## src/rtl/cpu7_ifu_fbuf_if.sv

```systemverilog
// cpu7_ifu_fbuf_if -- fetch-group and issue-slot bundle for the IFU fetch buffer.
//
// Handshake: a fetch group (in_pc, in_count, in_rdata, in_ex, in_exccode) is
// transferred on a rising clock edge when in_valid and in_ready are both high
// and the buffer is not being flushed. The producer must hold the group stable
// while in_valid is high and the transfer has not happened. in_ready depends
// only on buffer occupancy, never on in_valid, out_pop or flush.
// On the issue side out_valid is a thermometer mask of presented slots; the
// consumer reports via out_pop how many of the oldest slots it took this cycle
// (values larger than the number of valid slots are clamped by the buffer).
//
// master: fetch producer + decode consumer (drives in_* and out_pop)
// slave : the fetch buffer (drives in_ready and out_*)
interface cpu7_ifu_fbuf_if #(
  parameter int FETCH_W = 4,
  parameter int ISSUE_W = 2
);
  logic                         in_valid;
  logic                         in_ready;
  logic [31:0]                  in_pc;
  logic [$clog2(FETCH_W)-1:0]   in_count;
  logic [32*FETCH_W-1:0]        in_rdata;
  logic                         in_ex;
  logic [5:0]                   in_exccode;
  logic [ISSUE_W-1:0]           out_valid;
  logic [32*ISSUE_W-1:0]        out_inst;
  logic [32*ISSUE_W-1:0]        out_pc;
  logic [ISSUE_W-1:0]           out_ex;
  logic [6*ISSUE_W-1:0]         out_exccode;
  logic [$clog2(ISSUE_W+1)-1:0] out_pop;

  modport master (
    output in_valid, in_pc, in_count, in_rdata, in_ex, in_exccode, out_pop,
    input  in_ready, out_valid, out_inst, out_pc, out_ex, out_exccode
  );

  modport slave (
    input  in_valid, in_pc, in_count, in_rdata, in_ex, in_exccode, out_pop,
    output in_ready, out_valid, out_inst, out_pc, out_ex, out_exccode
  );
endinterface

```

## src/rtl/cpu7_ifu_fbuf.sv

```systemverilog
// cpu7_ifu_fbuf -- instruction fetch buffer between the fetch unit and decode.
// Fetch groups of up to FETCH_W instructions are split into per-instruction
// entries in a DEPTH-entry circular buffer; the ISSUE_W oldest entries are
// presented combinationally to decode each cycle.
//
// Ports:
//   clock     : single clock, rising edge
//   reset     : asynchronous active-high reset, clears pointers and storage
//   flush     : branch cancel, empties the buffer and drops the offered group
//   bus       : fetch-group input and issue-slot output (slave side)
//   occupancy : current number of buffered entries
module cpu7_ifu_fbuf #(
  parameter int DEPTH   = 8,
  parameter int FETCH_W = 4,
  parameter int ISSUE_W = 2
) (
  input  logic                       clock,
  input  logic                       reset,
  input  logic                       flush,
  cpu7_ifu_fbuf_if.slave             bus,
  output logic [$clog2(DEPTH+1)-1:0] occupancy
);
  localparam int PW = $clog2(DEPTH);
  localparam int CW = $clog2(DEPTH+1);
  localparam int NW = $clog2(FETCH_W+1);

  logic [31:0] mem_inst [DEPTH];
  logic [31:0] mem_pc   [DEPTH];
  logic        mem_ex   [DEPTH];
  logic [5:0]  mem_exc  [DEPTH];

  logic [PW-1:0] rptr;
  logic [PW-1:0] wptr;
  logic [CW-1:0] count;

  logic          ready;
  logic          push;
  logic [NW-1:0] n_push;
  logic [CW-1:0] n_add;
  logic [CW-1:0] p_pop;

  logic [PW-1:0] wr_idx  [FETCH_W];
  logic [31:0]   wr_inst [FETCH_W];
  logic [31:0]   wr_pc   [FETCH_W];
  logic          wr_en   [FETCH_W];

  logic [PW-1:0]          rd_idx;
  logic [ISSUE_W-1:0]     o_valid;
  logic [32*ISSUE_W-1:0]  o_inst;
  logic [32*ISSUE_W-1:0]  o_pc;
  logic [ISSUE_W-1:0]     o_ex;
  logic [6*ISSUE_W-1:0]   o_exc;

  // Accept only when a worst-case full group fits, regardless of in_count.
  assign ready = (count <= CW'(DEPTH - FETCH_W));

  always_comb begin
    // An exception group occupies a single entry; in_count is meaningless then.
    n_push = bus.in_ex ? NW'(1) : (NW'(bus.in_count) + NW'(1));
    push   = bus.in_valid & ready & ~flush;
    n_add  = push ? CW'(n_push) : '0;
    p_pop  = (CW'(bus.out_pop) > count) ? count : CW'(bus.out_pop);
    for (int i = 0; i < FETCH_W; i++) begin
      wr_idx[i]  = wptr + PW'(i);
      wr_en[i]   = push && (NW'(i) < n_push);
      wr_inst[i] = bus.in_ex ? 32'd0 : bus.in_rdata[32*i +: 32];
      wr_pc[i]   = bus.in_pc + 32'(4*i);
    end
  end

  always_comb begin
    rd_idx  = '0;
    o_valid = '0;
    o_inst  = '0;
    o_pc    = '0;
    o_ex    = '0;
    o_exc   = '0;
    for (int i = 0; i < ISSUE_W; i++) begin
      rd_idx            = rptr + PW'(i);
      o_valid[i]        = (count > CW'(i));
      o_inst[32*i +: 32] = mem_inst[rd_idx];
      o_pc[32*i +: 32]   = mem_pc[rd_idx];
      o_ex[i]           = mem_ex[rd_idx];
      o_exc[6*i +: 6]   = mem_exc[rd_idx];
    end
  end

  assign bus.in_ready    = ready;
  assign bus.out_valid   = o_valid;
  assign bus.out_inst    = o_inst;
  assign bus.out_pc      = o_pc;
  assign bus.out_ex      = o_ex;
  assign bus.out_exccode = o_exc;
  assign occupancy       = count;

  always_ff @(posedge clock or posedge reset) begin
    if (reset) begin
      rptr  <= '0;
      wptr  <= '0;
      count <= '0;
      for (int e = 0; e < DEPTH; e++) begin
        mem_inst[e] <= '0;
        mem_pc[e]   <= '0;
        mem_ex[e]   <= 1'b0;
        mem_exc[e]  <= '0;
      end
    end else if (flush) begin
      // Storage contents are left stale; count=0 hides them.
      rptr  <= '0;
      wptr  <= '0;
      count <= '0;
    end else begin
      for (int i = 0; i < FETCH_W; i++) begin
        if (wr_en[i]) begin
          mem_inst[wr_idx[i]] <= wr_inst[i];
          mem_pc[wr_idx[i]]   <= wr_pc[i];
          mem_ex[wr_idx[i]]   <= bus.in_ex;
          mem_exc[wr_idx[i]]  <= bus.in_ex ? bus.in_exccode : 6'd0;
        end
      end
      wptr  <= wptr + PW'(n_add);
      rptr  <= rptr + PW'(p_pop);
      count <= count + n_add - p_pop;
    end
  end
endmodule

```

## src/flat_wrapper.sv

```systemverilog
// flat-port wrapper written by rule: the top's interface ports become plain ports
module cpu7_ifu_fbuf_flat 
#(
  parameter int DEPTH   = 8,
  parameter int FETCH_W = 4,
  parameter int ISSUE_W = 2
)
  (clock, reset, flush, occupancy, bus_in_valid, bus_in_pc, bus_in_count, bus_in_rdata, bus_in_ex, bus_in_exccode, bus_out_pop, bus_in_ready, bus_out_valid, bus_out_inst, bus_out_pc, bus_out_ex, bus_out_exccode);
  cpu7_ifu_fbuf_if #(.FETCH_W(FETCH_W), .ISSUE_W(ISSUE_W)) bus_i ();
  input  logic clock;
  input  logic reset;
  input  logic flush;
  output logic [$clog2(DEPTH+1)-1:0] occupancy;
  input wire logic [$bits(bus_i.in_valid)-1:0] bus_in_valid;
  input wire logic [$bits(bus_i.in_pc)-1:0] bus_in_pc;
  input wire logic [$bits(bus_i.in_count)-1:0] bus_in_count;
  input wire logic [$bits(bus_i.in_rdata)-1:0] bus_in_rdata;
  input wire logic [$bits(bus_i.in_ex)-1:0] bus_in_ex;
  input wire logic [$bits(bus_i.in_exccode)-1:0] bus_in_exccode;
  input wire logic [$bits(bus_i.out_pop)-1:0] bus_out_pop;
  output wire logic [$bits(bus_i.in_ready)-1:0] bus_in_ready;
  output wire logic [$bits(bus_i.out_valid)-1:0] bus_out_valid;
  output wire logic [$bits(bus_i.out_inst)-1:0] bus_out_inst;
  output wire logic [$bits(bus_i.out_pc)-1:0] bus_out_pc;
  output wire logic [$bits(bus_i.out_ex)-1:0] bus_out_ex;
  output wire logic [$bits(bus_i.out_exccode)-1:0] bus_out_exccode;
  assign bus_i.in_valid = bus_in_valid;
  assign bus_i.in_pc = bus_in_pc;
  assign bus_i.in_count = bus_in_count;
  assign bus_i.in_rdata = bus_in_rdata;
  assign bus_i.in_ex = bus_in_ex;
  assign bus_i.in_exccode = bus_in_exccode;
  assign bus_i.out_pop = bus_out_pop;
  assign bus_in_ready = bus_i.in_ready;
  assign bus_out_valid = bus_i.out_valid;
  assign bus_out_inst = bus_i.out_inst;
  assign bus_out_pc = bus_i.out_pc;
  assign bus_out_ex = bus_i.out_ex;
  assign bus_out_exccode = bus_i.out_exccode;
  cpu7_ifu_fbuf #(.DEPTH(DEPTH), .FETCH_W(FETCH_W), .ISSUE_W(ISSUE_W)) u_core (.clock(clock), .reset(reset), .flush(flush), .bus(bus_i), .occupancy(occupancy));
endmodule
```

## config.mk

```make
export PLATFORM = sky130hd
export DESIGN_NAME = cpu7_ifu_fbuf_flat
export DESIGN_NICKNAME = d
export VERILOG_FILES = /design/src/rtl/cpu7_ifu_fbuf_if.sv /design/src/rtl/cpu7_ifu_fbuf.sv /design/src/flat_wrapper.sv
export SDC_FILE = /design/constraint.sdc
export NUM_CORES = 2
export LEC_CHECK = 0
export ABC_CLOCK_PERIOD_IN_PS = 53000
export BUFFER_PORTS_ARGS = -buffer_cell sky130_fd_sc_hd__buf_2
export CAP_MARGIN = 30
export CORE_MARGIN = 2
export CORE_UTILIZATION = 25
export DETAILED_ROUTE_END_ITERATION = 10
export PLACE_DENSITY = 0.41
export SLEW_MARGIN = 40
export SYNTH_ARGS = -nofsm -noshare
export SYNTH_HDL_FRONTEND = slang
export SYNTH_SLANG_ARGS = --single-unit
```

## constraint.sdc

```tcl
create_clock -name clock -period 53 [get_ports clock]
set_clock_uncertainty 0.05 [all_clocks]
set_input_delay 7.95 -clock clock [delete_from_list [all_inputs] [get_ports clock]]
set_output_delay 7.95 -clock clock [all_outputs]
set_load 0.02 [all_outputs]
```

==> results_dict.tcl <==
set metrics [dict create \
    cp.required_ps 45000 \
    rsz0062_at_grt "no" \
    worstMarginPinSlew_ps 946 \
    min_from "u_core.mem_exc[46]" \
    clk_path_buf_depth 3 \
    crit_chain "ha_4 -> buf_12 -> buf_6 -> mux4_2 -> mux2_2 -> buf_2" \
    leakage_nw 20.3 \
    pwr_density_cell_nw_per_um2 49.2 \
    grt_usage_pct 29.2 \
    drc 0 \
    fin_cells 7456 \
    io_pins 324 \
    placedCellCount 7283 \
    crit_type "flop to output pin" \
    mostFrequentLayoutCell "nand2_1" \
    antenna_left 0 \
    max_freq_ghz 0.0801 \
    syn-cell-area_um2 45900 \
    slowest_stage "dfrtp_4" \
    post-dp-hpwl_um 167000 \
    syn_nets 5214 \
    ctsResizeCount 0 \
    hold_path_end "u_core.mem_exc[46]" \
    dr.first_iter.drc_count 8206 \
    grt_max_degree 120 \
    cts-root-buf "clkbuf_16" \
    cts_buffers 85 \
    final-max-slew-violation-count 0 \
    num_rows 157 \
    port_buffers 323 \
    clkLatencyLatePin_ps 760 \
    max-slew-margin-rel_pct 36.7 \
    syn_inst 5018 \
    vias 49700 \
    viasPerCell 6.67 \
    final_nets 5182 \
    drive_gt1_share_pct 24.7 \
    hold_path.class "flop to flop" \
    synthDistinctLibCells 88 \
    synth-async-reset-ratio_pct 100 \
    hold_viol 0 \
    drt-total-wl_um 282000 \
    fin_crit_sh_pct 23.5 \
    clkTransAtPathRegs_ps 50 \
    finalSetupViolCount 0 \
    critPathMaxFanout 43 \
    critPathBufInv 3 \
    wire_per_inst_um 37.9 \
    cts_tree "built" \
    tns_ps 0 \
    grt_pass1_vias 47400 \
    ctsHoldBuffers 0 \
    hold_depth 2 \
    r2r_start "u_core.wptr[0]" \
    core_um2 183000 \
    synth_edf_count 0 \
    final_cell_mix "631 x nand2_1, 574 x dfrtp_1, 388 x o21ai_0" \
    syn_avg_cell_area_um2 9.14 \
    synth_top_area_cell "dfrtp_1" \
    gr-total-overflow 0 \
    grt_first_pass_wirelength_um 389000 \
    worst_r2r_path_depth 11 \
    place_congestion 0.901 \
    critPathCaptureType "output pin" \
    slowest_delay_ps 720 \
    post_cts_buffers 0 \
    yosysSeqAreaShare_pct 31.5 \
    ys_ff_latch 578 \
    cp-start-kind "flop" \
    area_growth_pct 16.8 \
    reg2reg_to "u_core.mem_pc[37]" \
    peakVddDrop_mv 0.0467 \
    antenna_found_initial 45 \
    critical_path.top_delay_family "buffers and inverters" \
    cts.sinks 578 \
    synth-main-ff-cell "dfrtp_1" \
    cap_viol_max_count 0 \
    cts_max_level 3 \
    regToRegSetupSlack_ps 47130 \
    synth.area.top_cells "dfrtp_1 32%, mux4_2 14%, nand2_1 5.3%" \
    post-route-min-period_ps 12480 \
    synthDominantCellAreaShare_pct 31.5 \
    die_area_um2 187000 \
    yosysWarnings 0 \
    fin_util_pct 29.3 \
    die_h_um 432 \
    die_x_um 432 \
    worstPathArrival_ps 4480 \
    initial_core_util_pct 25.1 \
    detailedRoute.firstPassIterationCount 10 \
    status "completed" \
]
-- cell families after synthesis --
group | count (synthesis) | share of synthesized area (%)
xor gates and xnor gates | 91 | 1.75
other | 1 | 0.00817
and+or+nand+nor | 1276 | 12.5
buffers and inverters | 685 | 5.79
AOI/OAI and AO/OA | 1879 | 28.9
muxes | 487 | 18.8
adders and majority gates | 21 | 0.654
DFF | 578 | 31.5
-- metal layers --
metal  vias up  global-route usage (%)  wire, µm
li1      19600                       -         -
met4        26                    17.9     19100
met1     25100                    37.4    107000
met5         -                       0       159
met2      3942                    43.2    123000
met3      1007                    8.45     33500
-- worst max-delay path by stage --
stage                    startpoint                   end  slack, ps  depth (start not counted)
floorplan                     reset      u_core.mem_ex[0]      28830                          1
global placement     u_core.rptr[0]      bus_out_inst[61]      40670                          6
detailed placement  bus_in_count[0]  u_core.mem_inst[154]      41000                         10
CTS                  u_core.rptr[0]      bus_out_inst[32]      40400                          6
global route         u_core.rptr[0]      bus_out_inst[61]      40280                          6
finish               u_core.rptr[0]      bus_out_inst[32]      40520                          6
-- worst reg2reg max path, cell delays in order (launching register included) --
cell	delay (ps)
dfrtp_2	340
buf_4	480
inv_1	490
ha_2	460
buf_4	690
clkinv_1	700
or4_1	970
o21ai_4	600
buf_4	320
o221ai_1	170
a2bb2oi_1	190
a221oi_1	310
-- registers in the layout, summed over array words and instances, names as in the netlist --
signal / flops
u_core.rptr: 3
u_core.mem_inst: 256
u_core.occupancy: 4
u_core.wptr: 3
u_core.mem_pc: 256
u_core.mem_exc: 48
u_core.mem_ex: 8
-- power by group --
group          switching (mW)  leakage [nW]  total, mW  internal [mW]
clock network           0.259          1.41      0.613          0.354
registers               0.139          7.42      0.702          0.563
logic                   0.746          11.5       1.32          0.577
-- through the flow --
step	hold WS [ps]	total power [mW]	area (µm²)	setup WS, ps
6_report	448	2.64	53600	40520
5_1_grt	469	2.75	53600	40280
4_1_cts	449	2.65	53400	40400
3_5_place_dp	439	2.03	50500	41000
3_3_place_gp	427	2.01	49800	40670
2_1_floorplan	411	1.55	45900	28830
-- Yosys cell counts, drive strengths merged, types with 32 or more instances --
master	number
a21o	75
a21oi	316
a221o	81
a221oi	126
a222oi	139
a22o	133
a22oi	138
a31oi	71
buf	167
clkbuf	449
dfrtp	578
inv	66
mux2	171
mux2i	32
mux4	284
nand2	642
nand3	137
nand4	33
nor2	210
nor2b	72
nor3	67
o211ai	42
o21ai	404
o221ai	61
o22ai	99
o2bb2ai	35
xnor2	54
xor2	37
-- area by class of cell --
| type | instances | area (µm²) |
|---|---|---|
| fillers | 19200 | 129000 |
| flip-flops and latches | 578 | 14500 |
| clock inverters | 33 | 460 |
| inverters | 69 | 273 |
| well taps | 2385 | 2980 |
| repair buffers | 497 | 3360 |
| clock buffers | 119 | 2420 |
| diodes | 20 | 50.0 |
| multi-input cells | 3755 | 29600 |
Note: power is estimated with default switching activity, not from simulation.
